### config.mk
export PLATFORM = sky130hd
export DESIGN_NAME = arc4_encrypt
export DESIGN_NICKNAME = d
export VERILOG_FILES = /design/src/rtl/arc4_encrypt.sv
export SDC_FILE = /design/constraint.sdc
export NUM_CORES = 1
export LEC_CHECK = 0
export CORE_ASPECT_RATIO = 1.2
export CORE_MARGIN = 4
export CORE_UTILIZATION = 55
export DETAILED_ROUTE_END_ITERATION = 8
export PLACE_DENSITY_LB_ADDON = 0.3
export SETUP_SLACK_MARGIN = 0.02
export SLEW_MARGIN = 20
export SYNTH_ARGS = -nofsm -noshare
export SYNTH_HDL_FRONTEND = slang
export SYNTH_SLANG_ARGS = --single-unit
### constraint.sdc
create_clock -name clk -period 6.5 [get_ports clk]
set_clock_uncertainty 0.2 [all_clocks]
set_input_delay 1.3 -clock clk [delete_from_list [all_inputs] [get_ports clk]]
set_output_delay 1.3 -clock clk [all_outputs]
set_load 0.01 [all_outputs]
### src/rtl/arc4_encrypt.sv
// RC4 encryptor: init/KSA/PRGA over an external 256x8 S RAM, reading a length-prefixed
// plaintext memory and writing a length-prefixed ciphertext memory. All memories are synchronous.
module arc4_encrypt #(
   parameter int unsigned KEY_W = 24,
   parameter int unsigned AW    = 8
) (
   input  logic             clk,
   input  logic             rst,
   input  logic             en,
   output logic             rdy,
   input  logic [KEY_W-1:0] key,
   output logic [AW-1:0]    s_addr,
   input  logic [7:0]       s_rddata,
   output logic [7:0]       s_wrdata,
   output logic             s_wren,
   output logic [AW-1:0]    pt_addr,
   input  logic [7:0]       pt_rddata,
   output logic [AW-1:0]    ct_addr,
   output logic [7:0]       ct_wrdata,
   output logic             ct_wren
);

   localparam int unsigned DW = 8;

   localparam logic [4:0] ST_IDLE  = 5'd0;
   localparam logic [4:0] ST_INIT  = 5'd1;
   localparam logic [4:0] ST_K_RDI = 5'd2;
   localparam logic [4:0] ST_K_W1  = 5'd3;
   localparam logic [4:0] ST_K_RDJ = 5'd4;
   localparam logic [4:0] ST_K_W2  = 5'd5;
   localparam logic [4:0] ST_K_WI  = 5'd6;
   localparam logic [4:0] ST_K_WJ  = 5'd7;
   localparam logic [4:0] ST_L_RD  = 5'd8;
   localparam logic [4:0] ST_L_W   = 5'd9;
   localparam logic [4:0] ST_L_CAP = 5'd10;
   localparam logic [4:0] ST_P_RDI = 5'd11;
   localparam logic [4:0] ST_P_W1  = 5'd12;
   localparam logic [4:0] ST_P_RDJ = 5'd13;
   localparam logic [4:0] ST_P_W2  = 5'd14;
   localparam logic [4:0] ST_P_WI  = 5'd15;
   localparam logic [4:0] ST_P_WJ  = 5'd16;
   localparam logic [4:0] ST_P_RDP = 5'd17;
   localparam logic [4:0] ST_P_W3  = 5'd18;
   localparam logic [4:0] ST_P_CT  = 5'd19;
   localparam logic [4:0] ST_DONE  = 5'd20;

   logic [4:0]       state, state_d;
   logic [AW-1:0]    i, i_d, j, j_d;
   logic [7:0]       k, k_d, len, len_d;
   logic [1:0]       km, km_d;
   logic [DW-1:0]    si, si_d, sj, sj_d, ptb, ptb_d;
   logic [KEY_W-1:0] key_r, key_d;
   logic             rdy_d, s_wren_d, ct_wren_d;
   logic [AW-1:0]    s_addr_d, pt_addr_d, ct_addr_d;
   logic [DW-1:0]    s_wrdata_d, ct_wrdata_d;

   logic [7:0]    key_byte_c;
   logic [AW-1:0] j_ksa_c, j_prga_c, pad_addr_c;

   // Key byte for position i mod 3, tracked by km instead of a divider
   always_comb begin
      key_byte_c = key_r[KEY_W-1 -: 8];
      case (km)
         2'd1:    key_byte_c = key_r[KEY_W-9 -: 8];
         2'd2:    key_byte_c = key_r[KEY_W-17 -: 8];
         default: key_byte_c = key_r[KEY_W-1 -: 8];
      endcase
   end

   assign j_ksa_c    = j + AW'(s_rddata) + AW'(key_byte_c);
   assign j_prga_c   = j + AW'(s_rddata);
   assign pad_addr_c = AW'(si + sj);

   always_ff @(posedge clk or posedge rst) begin
      if (rst) begin
         state     <= ST_IDLE;
         i         <= '0;
         j         <= '0;
         k         <= '0;
         len       <= '0;
         km        <= '0;
         si        <= '0;
         sj        <= '0;
         ptb       <= '0;
         key_r     <= '0;
         rdy       <= 1'b1;
         s_addr    <= '0;
         s_wrdata  <= '0;
         s_wren    <= 1'b0;
         pt_addr   <= '0;
         ct_addr   <= '0;
         ct_wrdata <= '0;
         ct_wren   <= 1'b0;
      end else begin
         state     <= state_d;
         i         <= i_d;
         j         <= j_d;
         k         <= k_d;
         len       <= len_d;
         km        <= km_d;
         si        <= si_d;
         sj        <= sj_d;
         ptb       <= ptb_d;
         key_r     <= key_d;
         rdy       <= rdy_d;
         s_addr    <= s_addr_d;
         s_wrdata  <= s_wrdata_d;
         s_wren    <= s_wren_d;
         pt_addr   <= pt_addr_d;
         ct_addr   <= ct_addr_d;
         ct_wrdata <= ct_wrdata_d;
         ct_wren   <= ct_wren_d;
      end
   end

   // Next state and next registered outputs; write strobes default low so each lasts one cycle
   always_comb begin
      state_d     = state;
      i_d         = i;
      j_d         = j;
      k_d         = k;
      len_d       = len;
      km_d        = km;
      si_d        = si;
      sj_d        = sj;
      ptb_d       = ptb;
      key_d       = key_r;
      rdy_d       = rdy;
      s_addr_d    = s_addr;
      s_wrdata_d  = s_wrdata;
      s_wren_d    = 1'b0;
      pt_addr_d   = pt_addr;
      ct_addr_d   = ct_addr;
      ct_wrdata_d = ct_wrdata;
      ct_wren_d   = 1'b0;

      case (state)
         ST_IDLE: begin
            if (en) begin
               key_d   = key;
               i_d     = '0;
               j_d     = '0;
               k_d     = '0;
               len_d   = '0;
               km_d    = '0;
               rdy_d   = 1'b0;
               state_d = ST_INIT;
            end
         end

         ST_INIT: begin
            s_addr_d   = i;
            s_wrdata_d = DW'(i);
            s_wren_d   = 1'b1;
            i_d        = i + AW'(1);
            if (&i) begin
               j_d     = '0;
               km_d    = '0;
               state_d = ST_K_RDI;
            end
         end

         ST_K_RDI: begin
            s_addr_d = i;
            state_d  = ST_K_W1;
         end

         ST_K_W1: state_d = ST_K_RDJ;

         ST_K_RDJ: begin
            si_d     = s_rddata;
            j_d      = j_ksa_c;
            s_addr_d = j_ksa_c;
            state_d  = ST_K_W2;
         end

         ST_K_W2: state_d = ST_K_WI;

         ST_K_WI: begin
            sj_d       = s_rddata;
            s_addr_d   = i;
            s_wrdata_d = s_rddata;
            s_wren_d   = 1'b1;
            state_d    = ST_K_WJ;
         end

         // Second half of the swap; when i==j both writes carry the original S[i]
         ST_K_WJ: begin
            s_addr_d   = j;
            s_wrdata_d = si;
            s_wren_d   = 1'b1;
            i_d        = i + AW'(1);
            km_d       = (km == 2'd2) ? 2'd0 : km + 2'd1;
            state_d    = (&i) ? ST_L_RD : ST_K_RDI;
         end

         ST_L_RD: begin
            pt_addr_d = '0;
            state_d   = ST_L_W;
         end

         ST_L_W: state_d = ST_L_CAP;

         // Length byte is copied to ct[0] unencrypted
         ST_L_CAP: begin
            len_d       = pt_rddata;
            ct_addr_d   = '0;
            ct_wrdata_d = pt_rddata;
            ct_wren_d   = 1'b1;
            i_d         = '0;
            j_d         = '0;
            k_d         = 8'd1;
            state_d     = (pt_rddata == 8'd0) ? ST_DONE : ST_P_RDI;
         end

         ST_P_RDI: begin
            i_d      = i + AW'(1);
            s_addr_d = i + AW'(1);
            state_d  = ST_P_W1;
         end

         ST_P_W1: state_d = ST_P_RDJ;

         // Plaintext byte fetch overlaps the S[j] read
         ST_P_RDJ: begin
            si_d      = s_rddata;
            j_d       = j_prga_c;
            s_addr_d  = j_prga_c;
            pt_addr_d = AW'(k);
            state_d   = ST_P_W2;
         end

         ST_P_W2: state_d = ST_P_WI;

         ST_P_WI: begin
            sj_d       = s_rddata;
            ptb_d      = pt_rddata;
            s_addr_d   = i;
            s_wrdata_d = s_rddata;
            s_wren_d   = 1'b1;
            state_d    = ST_P_WJ;
         end

         ST_P_WJ: begin
            s_addr_d   = j;
            s_wrdata_d = si;
            s_wren_d   = 1'b1;
            state_d    = ST_P_RDP;
         end

         // Sum of the swapped pair is order-independent, so the pre-swap copies suffice
         ST_P_RDP: begin
            s_addr_d = pad_addr_c;
            state_d  = ST_P_W3;
         end

         ST_P_W3: state_d = ST_P_CT;

         ST_P_CT: begin
            ct_addr_d   = AW'(k);
            ct_wrdata_d = ptb ^ s_rddata;
            ct_wren_d   = 1'b1;
            k_d         = k + 8'd1;
            state_d     = (k == len) ? ST_DONE : ST_P_RDI;
         end

         ST_DONE: begin
            rdy_d   = 1'b1;
            state_d = ST_IDLE;
         end

         default: state_d = ST_IDLE;
      endcase
   end

endmodule
==> results of run 1 <==
flip-flops by register name, summed over array words and instances (netlist names), 2 cells and up:
name	cells
i	8
ct_wrdata	8
ct_addr	8
len	8
j	8
pt_addr	8
si	8
key_r	24
ptb	8
s_addr	8
s_wrdata	8
sj	8
k	8
state	5
km	2
metrics by stage:
| step | hold WS, ns | util | instance area (µm²) | instances |
|---|---|---|---|---|
| 2_1_floorplan | 0.2654 | - | 7203 | 703 |
| 3_3_place_gp | 0.2698 | 0.6360 | 8093 | 920 |
| 3_5_place_dp | 0.2682 | 0.6360 | 8093 | 920 |
| 4_1_cts | 0.2764 | 0.6824 | 8683 | 951 |
| 5_1_grt | 0.2959 | 0.6826 | 8686 | 951 |
| 6_report | 0.2751 | 0.6826 | 8686 | 951 |
worst reg2reg max path, cell delays in order, from the launching register on:
cell	delay [ns]
dfrtp_1	0.40
ha_1	0.23
fa_1	0.44
a21o_1	0.18
a21oi_1	0.17
xnor2_1	0.20
ha_1	0.35
nand3_1	0.11
o2111ai_1	0.16
a21o_1	0.21
a21o_1	0.18
xnor2_1	0.13
a221oi_1	0.31
cells in the final DEF, fill, tap and decap left out, types with 8 or more instances in the layout:
master and n:
clkbuf_16 17, a21o_1 14, dfrtp_1 129, xor2_1 31, nor3_1 8, ha_1 26
o21ai_0 27, mux2_2 48, inv_1 15, clkdlybuf4s50_1 85, a22o_1 19, xnor2_1 12
nand3_1 18, nor2_1 48, a31oi_1 17, a22oi_1 19, a21oi_1 35, nand2_1 79
cell families (layout without fill, tap and decap cells):
family	count (synthesis)	after routing	synth area share
AO/OA/AOI/OAI	187	187	0.1813
XOR/XNOR	44	44	0.05541
AND/OR/NAND/NOR	211	211	0.1437
adder cells (fa/ha/maj)	30	30	0.05489
flip-flops	130	130	0.4518
buffers and inverters	51	135	0.03491
multiplexers	50	50	0.07799
layer usage:
metal	routed length, µm	GRT usage	share of wire	vias up
met4	614	0.1109	0.033	0
met1	7607	0.3104	0.41	2824
met5	0	0	0	-
met2	9519	0.4410	0.51	179
li1	-	-	-	2711
met3	929	0.04725	0.050	49
worst min path at each step:
stage,slack [ns],from,cells after the start,end
after global placement,0.27,rdy,2,rdy
after global routing,0.30,rdy,2,rdy
after floorplan,0.27,len[0],2,len[0]
after CTS,0.28,rdy,2,rdy
final,0.28,rdy,2,rdy
after detailed placement,0.27,rdy,2,rdy
final cells by class:
class                   count  area, µm²
multi-input cells         522       3697
repair buffers             88      873.3
fillers                   989       4039
well taps                 164      205.2
clock inverters             8      102.6
flip-flops and latches    130       3254
clock buffers              23      488.0
inverters                  16      65.06
where the power goes:
group	internal (mW)	leakage, nW	switching, mW
Combinational	0.904	1.98	1.08
Sequential	1.05	1.66	0.240
Clock	0.602	0.285	0.349
Total	2.56	3.93	1.67
==> metrics.md, run 1 <==
| Metric | Value |
|---|---|
| Run status | completed |
| Top cells by area, synth | dfrtp_1 (45%), mux2_2 (7.5%), ha_1 (4.5%), nand2_1 (4.1%), xor2_1 (3.8%) |
| Least-Margin Pin Slew | 1.013 ns |
| Starting Density | 0.5661 |
| CP dominant cell by count | a21o_1 |
| Pre-CTS setup slack | 1.638 ns |
| Ys flop type | dfrtp_1 |
| Avg WL per Cell | 19.63 µm |
| Fraction of layout cells with a size suffix above 1 | 0.1245 |
| Initial DRC count | 481 |
| Antenna diode count | 0 |
| Cell Chain, Critical Path | clkdlybuf4s50_1 > ha_1 > fa_1 > a21o_1 > a21oi_1 > xnor2_1 > ha_1 > nand3_1 > o2111ai_1 > a21o_1 > a21o_1 > xnor2_1 > a221oi_1 |
| Setup Total Neg Slack | 0 ns |
| Asr flop ratio synth | 1.000 |
| Reg2reg end | s_addr[7] |
| Setup violators final | 0 |
| Mean Syn Cell Area | 10.25 µm² |
| Largest net degree at the start of global routing | 86 |
| 1st-pass router iterations | 5 |
| # rows | 45 |
| Worst min-delay path class | reg -> reg |
| Power Dens Cells | 486.8 mW/mm² |
| Crit start category | input port |
| Area delta synth->final | 20.58% |
| First-pass GRT wire length | 30.13 mm |
| Worst skew pair latency | 0.42 ns |
| Reg2Reg Depth | 12 |
| Max incr delay on CP | 0.53 ns |
| Crit path capture | s_addr[7] |
| Cells after synthesis | 703 |
| Peak Freq | 224.5 MHz |
| Hold-fix buffers, CTS | 0 |
| Post-synth EDFFs | 0 |
| Synth cell types | 73 |
| Final routed DRC violation total | 0 |
| Core region area | 0.01272 mm² |
| R2r setup slk | 3.13 ns |
| Critical Path Stages | 13 |
| Lkg Pwr | 3.929 nW |
| Slew Limit Fails | 0 |
| Die area | 0.01500 mm² |
| Synth Net Count | 775 |
| Headroom to the max-slew limit | 0.3246 |
| GP Congestion | 0.9274 |
| Antenna violations before repair | 0 |
| Buffers added on ports | 85 |
| Die height | 133.4 µm |
| Total gr overflow | 0 |
| CP Data Required Time | 6.61 ns |
| Crit-path slowest cell | clkdlybuf4s50_1 |
| Num CTS Buffers | 17 |
| Critical path class | in -> reg |
| Most frequent cell after synthesis | dfrtp_1 |
| CP Capture Type | register |
| Buf/Inv on CP | 1 |
| Number of buffers added for setup after CTS | 0 |
| Clock sinks | 130 |
| Drt via density | 6.060 |
| Post-CTS sizing | 0 |
| Routed Antenna Nets | 0 |
| Vias in the first global route | 5746 |
| Vias | 5763 |
| Global-route usage over all layers | 0.2548 |
| Period utilization | 0.6854 |
| Final nets | 847 |
| Synth cell count leaders | dfrtp_1 (129), nand2_1 (79), mux2_2 (48), nor2_1 (48), a21oi_1 (35) |
| Critical path startpoint | s_rddata[0] |
| Clk root buf | clkbuf_16 |
| Die Wd | 112.5 µm |
| Post-route minimum period | 4.455 ns |
| Tot Pwr | 4.228 mW |
| Worst path arrival time | 4.57 ns |
| Worst-path clk slew | 0.06 ns |
| #FFs+latches synth | 130 |
| TritonCTS clock tree | built |
| Max rail drop VDD | 258.7 µV |
| Total Wirelength | 18.67 mm |
| Seq/Total Area, Yosys | 0.4518 |
| Final worst slack | 2.045 ns |
| Hold Vio Cnt, Final | 0 |
| Post-Syn Area | 0.007203 mm² |
| Yosys Warn Count | 0 |
| IO Pins | 86 |
| CTS H-tree lvls | 4 |
| Clk buf depth | 2 |
| Maxcap violations | 0 |
| CP delay by family, top | compound AO/OA/AOI/OAI gates |
| DPL Wire Length | 13.47 mm |
| Share of the synthesized area in the top cell type | 0.4482 |
| CP Max Fanout | 5 |
| RSZ-0062 raised after global routing | false |
| Worst r2r src | j[0] |
| Dominant cell type by area after synthesis | dfrtp_1 |
(Power assumes the default switching activity.)
==> run 2, diff against run 1 <==
--- a/config.mk
+++ b/config.mk
@@ -7,7 +7,7 @@
 export LEC_CHECK = 0
 export CORE_ASPECT_RATIO = 1.2
 export CORE_MARGIN = 4
-export CORE_UTILIZATION = 55
+export CORE_UTILIZATION = 51
 export DETAILED_ROUTE_END_ITERATION = 8
 export PLACE_DENSITY_LB_ADDON = 0.3
 export SETUP_SLACK_MARGIN = 0.02
==> constraint.sdc (replaced) <==
create_clock -name clk -period 3.9 [get_ports clk]
set_clock_uncertainty 0.2 [all_clocks]
set_input_delay 0.78 -clock clk [delete_from_list [all_inputs] [get_ports clk]]
set_output_delay 0.78 -clock clk [all_outputs]
set_load 0.01 [all_outputs]
==> metrics.md, run 2 (synthesis results as in run 1) <==
| Metric | Value |
|---|---|
| Most flops, register | key_r |
| Hold-fix buffers, CTS | 0 |
| Peak Freq | 271.3 MHz |
| Critical path class | in -> reg |
| Drt via density | 6.076 |
| Placement-stage cell area | 0.008235 mm² |
| First-pass GRT wire length | 32.16 mm |
| Setup violators final | 0 |
| Crit-path slowest cell | clkdlybuf4s50_1 |
| CP Data Required Time | 4.02 ns |
| Crit start category | input port |
| Power Dens Cells | 833.3 mW/mm² |
| Final nets | 863 |
| Cell Chain, Critical Path | clkdlybuf4s50_1 > ha_1 > fa_1 > a21o_1 > a21oi_1 > xnor2_1 > ha_1 > nand3_1 > o2111ai_1 > a21o_1 > a21o_1 > xnor2_1 > a221oi_1 |
| Global-route usage over all layers | 0.2536 |
| Lkg Pwr | 4.029 nW |
| Post-route minimum period | 3.686 ns |
| Post-Layout Cell Count | 975 |
| Run status | completed |
| M1 WL | 7.824 mm |
| Starting Density | 0.5212 |
| Post-route cell area | 0.008887 mm² |
| Buf/Inv on CP | 1 |
| RSZ-0062 raised after global routing | false |
| Maxcap violations | 0 |
| Top routing layer used | met4 |
| Fin util | 0.6431 |
| Buffers added on ports | 85 |
| Die height | 138.2 µm |
| DPL Wire Length | 13.79 mm |
| Worst path arrival time | 3.81 ns |
| Core region area | 0.01382 mm² |
| Headroom to the max-slew limit | 0.3171 |
| Slew Limit Fails | 0 |
| Largest net degree at the start of global routing | 131 |
| TritonCTS clock tree | built |
| Worst min-delay path class | reg -> reg |
| Post-CTS sizing | 0 |
| Final routed DRC violation total | 0 |
| Max incr delay on CP | 0.48 ns |
| 1st-pass router iterations | 6 |
| Most common cell after layout, fill and taps aside | dfrtp_1 |
| Clock sinks | 130 |
| GP Congestion | 0.9053 |
| Wire length on met2 | 9.811 mm |
| CP Max Fanout | 4 |
| Total Wirelength | 19.24 mm |
| Total gr overflow | 0 |
| Most frequent cells in the layout | dfrtp_1 (129), clkdlybuf4s50_1 (85), nand2_1 (79) |
| Initial DRC count | 573 |
| Least-Margin Pin Slew | 1.016 ns |
| Worst-path clk slew | 0.06 ns |
| Num CTS Buffers | 17 |
| Avg WL per Cell | 19.73 µm |
| Antenna diode count | 0 |
| Max rail drop VDD | 595.4 µV |
| CP dominant cell by count | a21o_1 |
| Antenna violations before repair | 0 |
| CTS H-tree lvls | 4 |
| Die area | 0.01610 mm² |
| Fraction of layout cells with a size suffix above 1 | 0.1443 |
| Die Wd | 116.5 µm |
| Period utilization | 0.9452 |
| Routed Antenna Nets | 0 |
| Post-placement cell count | 943 |
| Worst skew pair latency | 0.43 ns |
| WL met3 | 1.071 mm |
| WHS | 0.2715 ns |
| Vias in the first global route | 6153 |
| IO Pins | 86 |
| Area delta synth->final | 23.38% |
| Hold Vio Cnt, Final | 0 |
| Setup Total Neg Slack | 0 ns |
| Vias | 5924 |
| CP delay by family, top | compound AO/OA/AOI/OAI gates |
| CP Capture Type | register |
| # rows | 47 |
| Clk buf depth | 2 |
| Number of buffers added for setup after CTS | 0 |
| Clk root buf | clkbuf_16 |
| Max reg flops | 24 |
## run 2: cell type report
| type | count | area, µm² |
|---|---|---|
| fill | 1085 | 4932 |
| multi-input combinational | 522 | 3697 |
| sequential | 130 | 3254 |
| timing repair buffer | 104 | 1006 |
| clock buffer | 19 | 442.9 |
| tap | 171 | 214.0 |
| clock inverter | 13 | 209.0 |
| inverter | 16 | 63.81 |
## run 2: worst min-delay path, stage by stage, from the launching register on
cell and delay, ns:
dfstp_2 0.37, nand2_1 0.05, o31ai_1 0.06
## run 2: worst paths after layout
path,slack (ns),endpoint,depth (start not counted),start
min,0.27,rdy,2,rdy
max in group asynchronous,2.27,i[2],3,rst
max reg2reg,0.69,s_addr[6],12,km[0]
min in group asynchronous,0.72,state[1],3,rst
min reg2reg,0.27,rdy,2,rdy
max,0.21,s_addr[7],13,s_rddata[0]
## run 2: layer usage
| layer | vias up | GRT usage |
|---|---|---|
| met5 | - | 0 |
| met2 | 195 | 0.4132 |
| met3 | 42 | 0.06250 |
| li1 | 2748 | - |
| met4 | 0 | 0.1032 |
| met1 | 2939 | 0.3204 |
## run 2: per-stage QoR
| stage | setup slack [ns] | power [mW] |
|---|---|---|
| floorplan | 0.4206 | 4.562 |
| global placement | -0.1362 | 5.462 |
| detailed placement | -0.1679 | 5.602 |
| CTS | 0.2795 | 7.401 |
| global route | 0.09466 | 7.902 |
| finish | 0.2138 | 7.406 |
## run 2: power by group
group | total, mW | switching, mW | leakage, nW | internal, mW
Sequential | 2.14 | 0.387 | 1.66 | 1.75
Clock | 1.76 | 0.607 | 0.309 | 1.15
Combinational | 3.51 | 1.89 | 2.06 | 1.63
==> run 3, diff against run 2 <==
--- a/config.mk
+++ b/config.mk
@@ -9,6 +9,7 @@
 export CORE_MARGIN = 4
 export CORE_UTILIZATION = 51
 export DETAILED_ROUTE_END_ITERATION = 8
+export HOLD_SLACK_MARGIN = 0.05
 export PLACE_DENSITY_LB_ADDON = 0.3
 export SETUP_SLACK_MARGIN = 0.02
 export SLEW_MARGIN = 20
==> results of run 3 <==
Same layout as run 2: the final DEF is identical, and so are final timing and power.
==> edit, RTL diff (settings of run 3) <==
Set the parameter `AW` to 7 (it was 8).
--- a/src/rtl/arc4_encrypt.sv
+++ b/src/rtl/arc4_encrypt.sv
@@ -2,7 +2,7 @@
 // plaintext memory and writing a length-prefixed ciphertext memory. All memories are synchronous.
 module arc4_encrypt #(
    parameter int unsigned KEY_W = 24,
-   parameter int unsigned AW    = 8
+   parameter int unsigned AW    = 7
 ) (
    input  logic             clk,
    input  logic             rst,
Interface: changed (resized ct_addr, pt_addr and s_addr); port bits go from 86 to 83. The function was not compared with the original's and may differ.
==> edit against run 3 <==
First-iteration DRC count down 24%; final area down 8.0%; setup slack improved by 0.12 ns; synthesized area fell by 8.4%; count of clock-buffer cells in the layout is 2 lower; wire length shrank 12%; sequential power is 7% lower; sequential cell count shrank 9; core utilization up 0.25 points; power is 12% lower; via count decreased by 8.4%; critical endpoint is now j[6]; largest cell class unchanged.
==> edit: results (changes against run 3) <==
** Run status
- The flow ran to the end, and the final reports show no timing, DRC or antenna violations.

** Placed design
- Port-buffer cells :: 79 (-7.1%)
- Global placement routability congestion :: 0.9708 (+7.2%)
- Post-placement cell count :: 864 (-8.4%)

** Synth
- Mapped Nets :: 701 (-9.5%)
- #FFs+latches synth :: 121 (-6.9%)
- Complex-gate fraction of the synthesized area :: 0.1884 (+0.007045)
- The mux contribution to synthesized area was 0.07665 (-0.001346).
- The xor and xnor fraction of the mapped netlist area is 0.05843 (+0.003022).
- Synthesized area divided by synthesized cell count :: 10.44 um^2 (+1.8%)
- Part of the Yosys area used for sequential elements :: 0.4593 (+0.007508)
- The unique cell type count in the Yosys netlist was 71 (-2.7%).

** Pwr
- The leakage dissipation is 3.604 nW (-11%).
- The portion of total power attributed to sequential cells was 0.306 (+0.018).

** Routing
- Via total after detailed routing :: 5,429 (-8.4%)
- Routed WL per cell :: 18.91 um (-4.2%)
- The met2 wirelength from detailed routing came to 8632 um (-12%).

** Global route
- Fraction of met3 tracks used by global routing :: 0.04392 (-0.01858)
- Wire length of the first global-routing pass :: 27,770 um (-14%)
- Total routing usage reported by global routing :: 0.2336 (-0.02001)

** Finish
- Multi-input gate share of the layout cell area :: 0.4097 (-0.006354)
- The non-clock buffer instance count of the final layout was 100 (-3.8%).
- The portion of the layout cell area used by non-clock buffers is 0.1175 (+0.004294).
- The filler cell count is 1,008 (-7.1%).
- Final-stage net count :: 788 (-8.7%)
- The count of non-CTS inverters in the layout came to 11 (-5).

** Critical path
- Worst Path Max Fanout :: 2 (-2)
- The internal reg-to-reg setup slack came to 0.75 ns (+0.06 ns).
- Largest stage delay on the critical path :: 0.54 ns (+0.06 ns)
- Data arrival, critical path :: 3.66 ns (-0.15 ns)
==> edit: cell count changes after synthesis, sizes merged, moves of 4 or more <==
cell           run 3  this run
nand2             81        59
dfrtp            129       120
a21o              14         6
a31oi             19        12
xnor2             12        19
xor2              31        25
a22o              19        24
inv               16        11
mux2              49        44
a221o              4         8
buf               25        21
nand2b             7         3
o211ai             5         1
o21ai             30        26
==> edit: worst max path at each step <==
stage / slack [ns] / cells after the start / to / start
CTS: 0.36 / 14 / s_addr[6] / s_rddata[0]
floorplan: 0.67 / 13 / s_addr[6] / s_rddata[0]
finish: 0.34 / 14 / j[6] / s_rddata[0]
global route: 0.13 / 14 / s_addr[6] / s_rddata[0]
detailed placement: -0.03 / 14 / s_addr[6] / s_rddata[0]
global placement: 0.01 / 12 / s_addr[6] / s_rddata[0]
==> edit: stage by stage <==
step	area [um^2]	power, mW
final	8179	6.485
after CTS	8179	6.488
after global placement	7591	4.793
after global routing	8179	6.930
after detailed placement	7591	4.909
after floorplan	6599	4.089
